### config.mk
export PLATFORM = sky130hd
export DESIGN_NAME = ft2232h_tx_stream
export DESIGN_NICKNAME = d
export VERILOG_FILES = /design/src/rtl/ft2232h_pkg.sv /design/src/rtl/ft_sync_fifo.sv /design/src/rtl/ft2232h_tx_stream.sv
export SDC_FILE = /design/constraint.sdc
export NUM_CORES = 1
export LEC_CHECK = 0
export BUFFER_PORTS_ARGS = -buffer_cell sky130_fd_sc_hd__clkbuf_2
export CORE_UTILIZATION = 55
export CTS_CLUSTER_SIZE = 40
export DETAILED_ROUTE_END_ITERATION = 12
export MAX_ROUTING_LAYER = met4
export PLACE_DENSITY = 0.84
export SYNTH_ARGS = -nofsm -noshare
export SYNTH_HDL_FRONTEND = slang
export SYNTH_SLANG_ARGS = --single-unit
### constraint.sdc
create_clock -name clk -period 4.5 [get_ports clk]
set_input_delay 0.675 -clock clk [delete_from_list [all_inputs] [get_ports clk]]
set_output_delay 0.675 -clock clk [all_outputs]
set_load 0.005 [all_outputs]
### src/rtl/ft2232h_pkg.sv
// FT2232H 245-sync FIFO transmitter: shared encodings.
// FSM states, bus width and inactive pin levels.
package ft2232h_pkg;

  localparam int BUS_W = 8;

  localparam logic RD_N_OFF   = 1'b1;
  localparam logic OE_N_OFF   = 1'b1;
  localparam logic WR_N_OFF   = 1'b1;
  localparam logic SIWU_N_OFF = 1'b1;

  typedef enum logic [1:0] {
    ST_IDLE  = 2'd0,
    ST_SEND  = 2'd1,
    ST_DRAIN = 2'd2,
    ST_SIWU  = 2'd3
  } ft_state_e;

  function automatic int unsigned clog2_min1(input int unsigned v);
    return (v < 2) ? 1 : $clog2(v);
  endfunction

endpackage

### src/rtl/ft_sync_fifo.sv
// Show-ahead synchronous FIFO, DEPTH x W, power-of-two depth.
// Registered occupancy drives full/empty.
module ft_sync_fifo #(
  parameter int DEPTH = 16,
  parameter int W     = 8
) (
  input  logic                   clk,
  input  logic                   rst_n,
  input  logic                   i_push,
  input  logic                   i_pop,
  input  logic [W-1:0]           i_wdata,
  output logic [W-1:0]           o_rdata,
  output logic                   o_full,
  output logic                   o_empty,
  output logic [$clog2(DEPTH):0] o_level
);

  localparam int AW = $clog2(DEPTH);

  logic [W-1:0]  r_mem [DEPTH];
  logic [AW-1:0] r_wptr;
  logic [AW-1:0] r_rptr;
  logic [AW:0]   r_level;
  logic          w_push;
  logic          w_pop;

  assign o_full  = (r_level == (AW+1)'(DEPTH));
  assign o_empty = (r_level == '0);
  assign o_level = r_level;
  assign o_rdata = r_mem[r_rptr];

  assign w_push = i_push & ~o_full;
  assign w_pop  = i_pop & ~o_empty;

  always_ff @(posedge clk) begin
    if (w_push) r_mem[r_wptr] <= i_wdata;
  end

  always_ff @(posedge clk or negedge rst_n) begin
    if (!rst_n) begin
      r_wptr  <= '0;
      r_rptr  <= '0;
      r_level <= '0;
    end else begin
      if (w_push) r_wptr <= r_wptr + 1'b1;
      if (w_pop)  r_rptr <= r_rptr + 1'b1;
      case ({w_push, w_pop})
        2'b10:   r_level <= r_level + 1'b1;
        2'b01:   r_level <= r_level - 1'b1;
        default: r_level <= r_level;
      endcase
    end
  end

endmodule

### src/rtl/ft2232h_tx_stream.sv
// FT2232H 245-sync FIFO transmitter: stream in, bytes out LSB first,
// TXE# flow control and SIWU# flush after an idle period.
module ft2232h_tx_stream
  import ft2232h_pkg::*;
#(
  parameter int IN_BYTES  = 1,
  parameter int DEPTH     = 16,
  parameter int SIWU_IDLE = 32,
  parameter int CNT_W     = 32
) (
  input  logic                    clk,
  input  logic                    reset_n,
  input  logic                    s_valid,
  input  logic [8*IN_BYTES-1:0]   s_data,
  output logic                    s_ready,
  input  logic                    txe_n,
  output logic [BUS_W-1:0]        data,
  output logic                    wr_n,
  output logic                    rd_n,
  output logic                    oe_n,
  output logic                    siwu_n,
  output logic [$clog2(DEPTH):0]  level,
  output logic [CNT_W-1:0]        bytes_sent,
  output logic                    busy
);

  localparam int IN_W = 8 * IN_BYTES;
  localparam int BW   = clog2_min1(IN_BYTES);
  localparam int IW   = clog2_min1(SIWU_IDLE);

  localparam logic [BW-1:0] LAST_IDX  = BW'(IN_BYTES - 1);
  localparam logic [IW-1:0] IDLE_LAST = IW'(SIWU_IDLE - 1);

  ft_state_e        r_state;
  ft_state_e        w_next;
  logic             r_run;
  logic             r_ovalid;
  logic [BUS_W-1:0] r_obyte;
  logic [IN_W-1:0]  r_rest;
  logic [BW-1:0]    r_bidx;
  logic [IW-1:0]    r_idle;
  logic [CNT_W-1:0] r_sent;

  logic             w_full;
  logic             w_empty;
  logic             w_push;
  logic             w_accept;
  logic             w_last;
  logic             w_load;
  logic             w_siwu;
  logic [IN_W-1:0]  w_rdata;

  ft_sync_fifo #(
    .DEPTH (DEPTH),
    .W     (IN_W)
  ) u_fifo (
    .clk     (clk),
    .rst_n   (reset_n),
    .i_push  (w_push),
    .i_pop   (w_load),
    .i_wdata (s_data),
    .o_rdata (w_rdata),
    .o_full  (w_full),
    .o_empty (w_empty),
    .o_level (level)
  );

  // r_run keeps s_ready low until the first edge after reset release
  assign s_ready  = r_run & ~w_full;
  assign w_push   = s_valid & s_ready;
  assign w_accept = r_ovalid & ~txe_n;
  assign w_last   = (r_bidx == LAST_IDX);

  // Refill on an empty slot or in the same edge the last byte leaves
  assign w_load = ~w_empty & (r_state != ST_SIWU)
                & (~r_ovalid | (w_accept & w_last));

  always_ff @(posedge clk or negedge reset_n) begin
    if (!reset_n) r_state <= ST_IDLE;
    else          r_state <= w_next;
  end

  always_comb begin
    w_next = r_state;
    w_siwu = 1'b0;
    unique case (r_state)
      ST_IDLE: begin
        if (w_load) w_next = ST_SEND;
      end
      ST_SEND: begin
        if (w_accept & w_last & ~w_load) w_next = ST_DRAIN;
      end
      ST_DRAIN: begin
        if (w_load)              w_next = ST_SEND;
        else if (SIWU_IDLE == 0) w_next = ST_IDLE;
        else if (r_idle == IDLE_LAST) w_next = ST_SIWU;
      end
      ST_SIWU: begin
        w_siwu = 1'b1;
        w_next = ST_IDLE;
      end
      default: w_next = ST_IDLE;
    endcase
  end

  always_ff @(posedge clk or negedge reset_n) begin
    if (!reset_n) begin
      r_run    <= 1'b0;
      r_ovalid <= 1'b0;
      r_obyte  <= '0;
      r_rest   <= '0;
      r_bidx   <= '0;
      r_idle   <= '0;
      r_sent   <= '0;
    end else begin
      r_run <= 1'b1;
      if (w_accept) r_sent <= r_sent + 1'b1;
      if (w_load) begin
        r_ovalid <= 1'b1;
        r_obyte  <= w_rdata[7:0];
        r_rest   <= w_rdata >> 8;
        r_bidx   <= '0;
      end else if (w_accept) begin
        if (w_last) begin
          r_ovalid <= 1'b0;
        end else begin
          r_obyte <= r_rest[7:0];
          r_rest  <= r_rest >> 8;
          r_bidx  <= r_bidx + 1'b1;
        end
      end
      if (r_state == ST_DRAIN && w_next == ST_DRAIN)
        r_idle <= r_idle + 1'b1;
      else
        r_idle <= '0;
    end
  end

  assign wr_n = (r_ovalid & ~txe_n & ~w_siwu) ? ~WR_N_OFF : WR_N_OFF;
  assign siwu_n     = w_siwu ? ~SIWU_N_OFF : SIWU_N_OFF;
  assign rd_n       = RD_N_OFF;
  assign oe_n       = OE_N_OFF;
  assign data       = r_obyte;
  assign bytes_sent = r_sent;
  assign busy       = ~w_empty | r_ovalid;

endmodule

Word-level counts from Yosys, hierarchy flattened
Memory sizes are Yosys's and may differ from the RTL's.
Index checks and enable logic that the tools add are counted.

word-level totals
  bits in read-only memories = 0
  register bits after elaboration = 71
  memories kept = 1
  latch bits = 0
  memory bits (writable) = 128

memories
  name          words  bits a word  rd ports  clocked after memory_dff  wr ports  line                RTL
  u_fifo.r_mem  16     8            1         0                         1         ft_sync_fifo.sv:20  logic [W-1:0] r_mem [DEPTH];

operators by class
  bitwise gates (word level) = 19
  mux-type cells = 24
  multipliers = 0
  shifts and indexed selects = 0
  div/mod/pow operators = 0
  order comparisons = 0
  add/sub/neg operators = 7
  eq/ne operators = 10
  reduce and logical (&&, ||, !) cells = 8

operators with widths
  operator                                                                 count
  8-bit 2-to-1 mux                                                         6
  32-bit by 1-bit adder with 32-bit output, second input constant          1
  1-bit 2-to-1 mux                                                         11
  5-bit by 1-bit adder with 5-bit output, second input constant            2
  1-bit AND                                                                10
  5-bit == test, second input constant                                     2
  5-bit one-hot mux with 2 select lines                                    1
  4-bit by 1-bit adder with 4-bit output, second input constant            2
  2-bit == test, second input constant                                     4
  2-bit 2-to-1 mux                                                         4
  2-bit one-hot mux with 4 select lines                                    1
  1-bit NOT                                                                7
  2-bit nonzero test                                                       3
  5-bit zero test                                                          1
  5-bit 2-to-1 mux                                                         1
  5-bit by 1-bit subtractor with 5-bit output, second input constant       1
  2-bit by 1-bit == test with 1-bit output, second input constant          2
  2-bit AND reduction                                                      2
  2-bit zero test                                                          1
  2-bit by 1-bit inequality test with 1-bit output, second input constant  1
  2-bit inequality test, second input constant                             1
  1-bit OR                                                                 2
  1-bit adder, second input constant                                       1
  1-bit logical AND                                                        1

Depth between registers and ports, before layout
  word-level depth = 12
  mapped depth = 14

Cells and area by module
From an unflattened synthesis, not the netlist that was laid out.

second synthesis, totals
  cell total of the unflattened synthesis = 517
  area total of the unflattened synthesis = 7996.4 µm²

by module, submodules not included
  module             cells each  times used  area an instance (µm²)
  ft_sync_fifo       332         1           5779.3
  ft2232h_tx_stream  185         1           2217.1

Least setup slack after synthesis
OpenSTA, ideal clock, no wires.

  path type = register -> register
  start = register u_fifo.r_level[2] (netlist: u_fifo.o_level[2])
  end = register u_fifo.r_level[4] (netlist: u_fifo.o_level[4])
  slack = 1.201 ns
  required time = 4.363 ns
  data arrival time = 3.162 ns
  buffers on the path = 4
  stages on the path, launching flop included = 14
  setup time = 0.137 ns
  cells stage by stage = dfrtp_1 buf_6 or4_4 buf_6 o211a_4 buf_2 ha_1 clkbuf_1 xor2_1 ha_1 or3b_2 a211oi_1 o21bai_1 xnor2_1

on the way
  cells in the longest elaborated chain, start to end = 7
  elaborated cells between the ends (all ways) = 16
  classes of those cells = 2 x add/sub; 3 x eq/ne; 1 x mux; 8 x bitwise; 2 x reduce/logical

ends and longest elaborated chain
  what                                                                                line                                         RTL
  start: declaration                                                                  ft_sync_fifo.sv:23                           logic [AW:0] r_level;
  start signal: assignment                                                            ft_sync_fifo.sv:48                           2'b10: r_level <= r_level + 1'b1;
  start signal: assignment                                                            ft_sync_fifo.sv:49                           2'b01: r_level <= r_level - 1'b1;
  start signal: assignment                                                            ft_sync_fifo.sv:50                           default: r_level <= r_level;
  5-bit zero test *                                                                   ft_sync_fifo.sv:28                           assign o_empty = (r_level == '0);
  1-bit NOT *                                                                         ft_sync_fifo.sv:33, ft2232h_tx_stream.sv:75
  1-bit AND                                                                           ft2232h_tx_stream.sv:75                      assign w_load = ~w_empty & (r_state != ST_SIWU)
  1-bit AND                                                                           ft2232h_tx_stream.sv:76                      & (~r_ovalid | (w_accept & w_last));
  1-bit AND *                                                                         ft_sync_fifo.sv:33                           assign w_pop = i_pop & ~o_empty;
  via u_fifo.w_pop                                                                    ft_sync_fifo.sv:25                           logic w_pop;
  2-bit by 1-bit == test with 1-bit output / 2-bit == test (equally long branches)    ft_sync_fifo.sv:47                           case ({w_push, w_pop})
  5-bit one-hot mux with 2 select lines / 2-bit nonzero test (equally long branches)  n/a

Mark *: on every way through the listed nets, which the timed path passes. The rest lies on a longest branch.
A chain may end at the register's enable or synchronous reset.

Worst setup path in the final report
  start = register u_fifo.r_level[2] (netlist: u_fifo.o_level[2])
  end = register u_fifo.r_level[4] (netlist: u_fifo.o_level[4])

on the way
  cells in the longest elaborated chain, start to end = 7
  elaborated cells between the ends (all ways) = 16
  classes of those cells = 2 x add/sub; 3 x eq/ne; 1 x mux; 8 x bitwise; 2 x reduce/logical

ends and longest elaborated chain
  what                                                                                line
  5-bit == test / 5-bit zero test (equally long branches)                             ft_sync_fifo.sv:27, ft_sync_fifo.sv:28
  1-bit NOT, on equally long branches                                                 n/a
  1-bit AND, on equally long branches                                                 ft2232h_tx_stream.sv:69, ft2232h_tx_stream.sv:75
  1-bit AND, on equally long branches                                                 ft2232h_tx_stream.sv:70, ft2232h_tx_stream.sv:76
  1-bit AND, on equally long branches                                                 ft_sync_fifo.sv:32, ft_sync_fifo.sv:33
  2-bit by 1-bit == test with 1-bit output / 2-bit == test (equally long branches)    ft_sync_fifo.sv:47
  5-bit one-hot mux with 2 select lines / 2-bit nonzero test (equally long branches)  n/a

Parallel ways exist; a longest one is shown, timed or not.

==> results.md <==
### Placed design
• 0.812 — RePlAce Congestion
• 705 — number of cells in the design after placement
• 1120 ps — pre-CTS worst setup slack
• 10.3 mm — DP HPWL
• 60 — I/O Buffers

### Critical path
• flip-flop — Setup crit start kind
• 10 — Worst Reg2Reg Path Length in Cells
• or4_4 — standard cell with the maximum stage delay on the critical path
• 4810 ps — Critical Path RT
• flip-flop — crit end category
• u_fifo.o_level[4]$_DFFE_PN0P_ — worst setup path endpoint
• u_fifo.o_level[2]$_DFFE_PN0P_ — timing startpoint of the critical path
• reg -> reg — type of the worst setup path
• 9 — Max FO, Critical Path
• 3840 ps — WP data arrival
• or4_4 -> o211a_1 -> inv_1 -> ha_1 -> xor2_1 -> ha_1 -> or3b_2 -> a211oi_1 -> o21bai_1 -> xnor2_1 — ordered cell list for the critical path
• 970 ps — flop2flop setup slack
• u_fifo.o_level[2]$_DFFE_PN0P_ — Reg-to-Reg Start
• ha_1 — most frequent cell on the critical path
• u_fifo.o_level[4]$_DFFE_PN0P_ — Worst R2R End
• 650 ps — Worst path max stage delay

### STA
• 78.5% — period utilization
• 1200 ps — Slew @ Worst Pin
• 0 — final count of negative-setup-slack endpoints
• 283 MHz — upper clock frequency limit
• 19.5% — slew margin rel.
• 0 ps — sum of negative setup slack
• 966 ps — setup slack after layout
• 0 — number of max-slew violations in the final report
• 0 — Final Hold Fails
• no — unrepaired setup endpoints after global routing
• 10.1 ps — worst setup skew after layout
• 3530 ps — post-route minimum period

### Power
• 395 uV — maximum vdd ir drop
• 5.09 mW — overall power
• 3.28 nW — static leakage power
• 571 mW/mm^2 — Pwr per Cell Area

### Drt
• 0 — DRT antenna net count
• 6.07 — Via density
• 4470 — routed vias
• 5 — 1st-pass router iterations
• 21.7 um — routed len/inst
• 16.0 mm — aggregate routed wire length
• 0 — count of unresolved DRC violations after routing
• 350 — drt initial violations

### Layout
• 27.3% — fraction of final layout cells with drive strength greater than 1
• edfxtp_1 — leading cell type in the layout, fill and taps excluded
• 0 — ant diodes
• 567 — NumNets Final
• 63.9% — Finished Core Util
• edfxtp_1 (128), dfrtp_1 (61), clkbuf_2 (60), xnor2_1 (34), mux4_2 (32) — leading cell types in the layout, fill and taps excluded
• 737 — count of non-filler cells in the finished layout
• 13.3% — area growth from synthesis to layout

### Yosys
• 128 — Post-synth EDFFs
• 16.3 um^2 — synthesized area per cell
• 50 — synth unique cells
• 481 — synthesized instance count
• 190 — register bit count reported by yosys
• edfxtp_1 — flip-flop cell with the highest count after synthesis
• 32.6% — async set or reset register ratio after synthesis
• 0.00786 mm^2 — Post-Synthesis Cell Area
• 48.9% — area fraction of the dominant cell type after synthesis
• 0 — count of synthesis-stage warnings from yosys
• 68.6% — sequential fraction of the synthesis area
• edfxtp_1 (49%), dfrtp_1 (20%), mux4_2 (9.2%), xnor2_1 (3.8%), ha_1 (1.8%) — cell types with the largest area share after synthesis
• edfxtp_1 — library cell with the largest summed area after synthesis

### Outcome
• finished, final reports clean — status

### CTS
• 2 — Bufs on Longest Clock Path
• 4 — H-tree levels
• 440 ps — worst skew pair latency
• 70 ps — register clock-pin slew on the reported worst setup and hold paths
• done — CTS tree
• 0 — Post-CTS Hold Buffers
• 0 — quantity of gates resized following cts
• 0 — buffers inserted by post-CTS timing repair
• 17 — TritonCTS Buffers
• 190 — CTS Sinks
• clkbuf_16 — Clk Tree Root Cell

### Floorplanning
• 43 — row count
• 122 um — vertical die dimension
• 122 um — die width
• 0.0148 mm^2 — floorplan die area
• 56.4% — effective utilization at floorplan
• 0.0139 mm^2 — core area
• 63 — IO Count

### Global route
• 0 — initial antenna violation count
• 40.2% — met2 track demand over resource in global routing
• 0 — residual overflow from global routing
• 63 — largest net degree at the start of global routing
• 24.9% — total routing resource utilization after global routing
• 31.1% — global routing usage on met1
• 25.6 mm — first-pass GRT wire length
• 4689 — vias in the first global route
• 7.02% — met3 Use GR
• met2 — GRT Max-Usage Layer

### Run
• 0 — max-cap violation count

### Worst hold path
• in -> async — Hold/Removal Path Class

sequential cells by signal, summed over array words and instances, names as in the netlist:
signal / cells
u_fifo.r_wptr: 4
r_state: 2
u_fifo.o_level: 5
u_fifo.r_rptr: 4
r_ovalid: 1
r_idle: 5
data: 8
bytes_sent: 32
u_fifo.r_mem: 128
r_run: 1
critical path: cells and delay by family, from the launching register on:
kind            cells  cell delay [ps]
buf+inv             1              130
compound gates      3              860
flops               1              470
fa+ha+maj           2              560
simple gates        2             1120
xor+xnor            2              260
per-stage QoR:
step                hold slack, ps  cell area (um^2)
finish                         406              8910
global route                   466              8910
CTS                            432              8910
detailed placement             474              8310
global placement               445              8310
floorplan                      379              7870
cells by family after synthesis:
kind of cell / after synthesis / share of synthesized area (%)
flops: 190 / 68.6
simple gates: 111 / 7.61
xor+xnor: 45 / 5.01
compound gates: 43 / 3.80
mux: 43 / 10.7
buf+inv: 37 / 2.43
fa+ha+maj: 11 / 1.75
other cells: 1 / 0.0477
worst min-delay path by stage:
stage | slack [ps] | start | endpoint | depth (start not counted)
floorplan | 380 | reset_n | bytes_sent[0]$_DFFE_PN0P_ | 0
finish | 410 | reset_n | u_fifo.o_level[2]$_DFFE_PN0P_ | 2
detailed placement | 470 | r_idle[0]$_DFF_PN0_ | r_idle[0]$_DFF_PN0_ | 1
global route | 470 | reset_n | u_fifo.o_level[4]$_DFFE_PN0P_ | 2
global placement | 450 | r_idle[0]$_DFF_PN0_ | r_idle[0]$_DFF_PN0_ | 1
CTS | 430 | reset_n | u_fifo.o_level[2]$_DFFE_PN0P_ | 2
final cells by class:
cell class | count | area [um^2]
Tap cell | 180 | 225
Sequential cell | 190 | 5400
Inverter | 10 | 37.5
Multi-Input combinational cell | 256 | 2280
Fill cell | 944 | 5020
Clock buffer | 20 | 447
Clock inverter | 12 | 153
Timing Repair Buffer | 69 | 368
power by group:
part / internal (mW) / switching, mW / total [mW]
clock: 0.848 / 0.669 / 1.52
combinational: 0.621 / 0.615 / 1.24
sequential: 2.06 / 0.270 / 2.33
synthesized netlist by cell type (4+ instances only):
cell	n
inv_1	10
o21ai_0	4
buf_6	4
edfxtp_1	128
clkbuf_1	10
buf_4	4
xor2_1	11
nor2_1	24
ha_1	11
xnor2_1	34
mux2_2	10
a21oi_1	12
nand3_1	16
nand2_1	20
mux4_2	32
nor3_1	9
nand2b_1	4
buf_2	6
o22ai_1	16
nand4_1	13
dfrtp_1	62
nor4_1	4
per-layer routing:
metal	routed length, um	part of all wire, %	vias up
met4	159	0.99	0
li1	-	-	1955
met3	1030	6.4	18
met2	8450	53	186
met5	0	0	-
met1	6350	40	2311
Note: power is estimated with default switching activity, not from simulation.
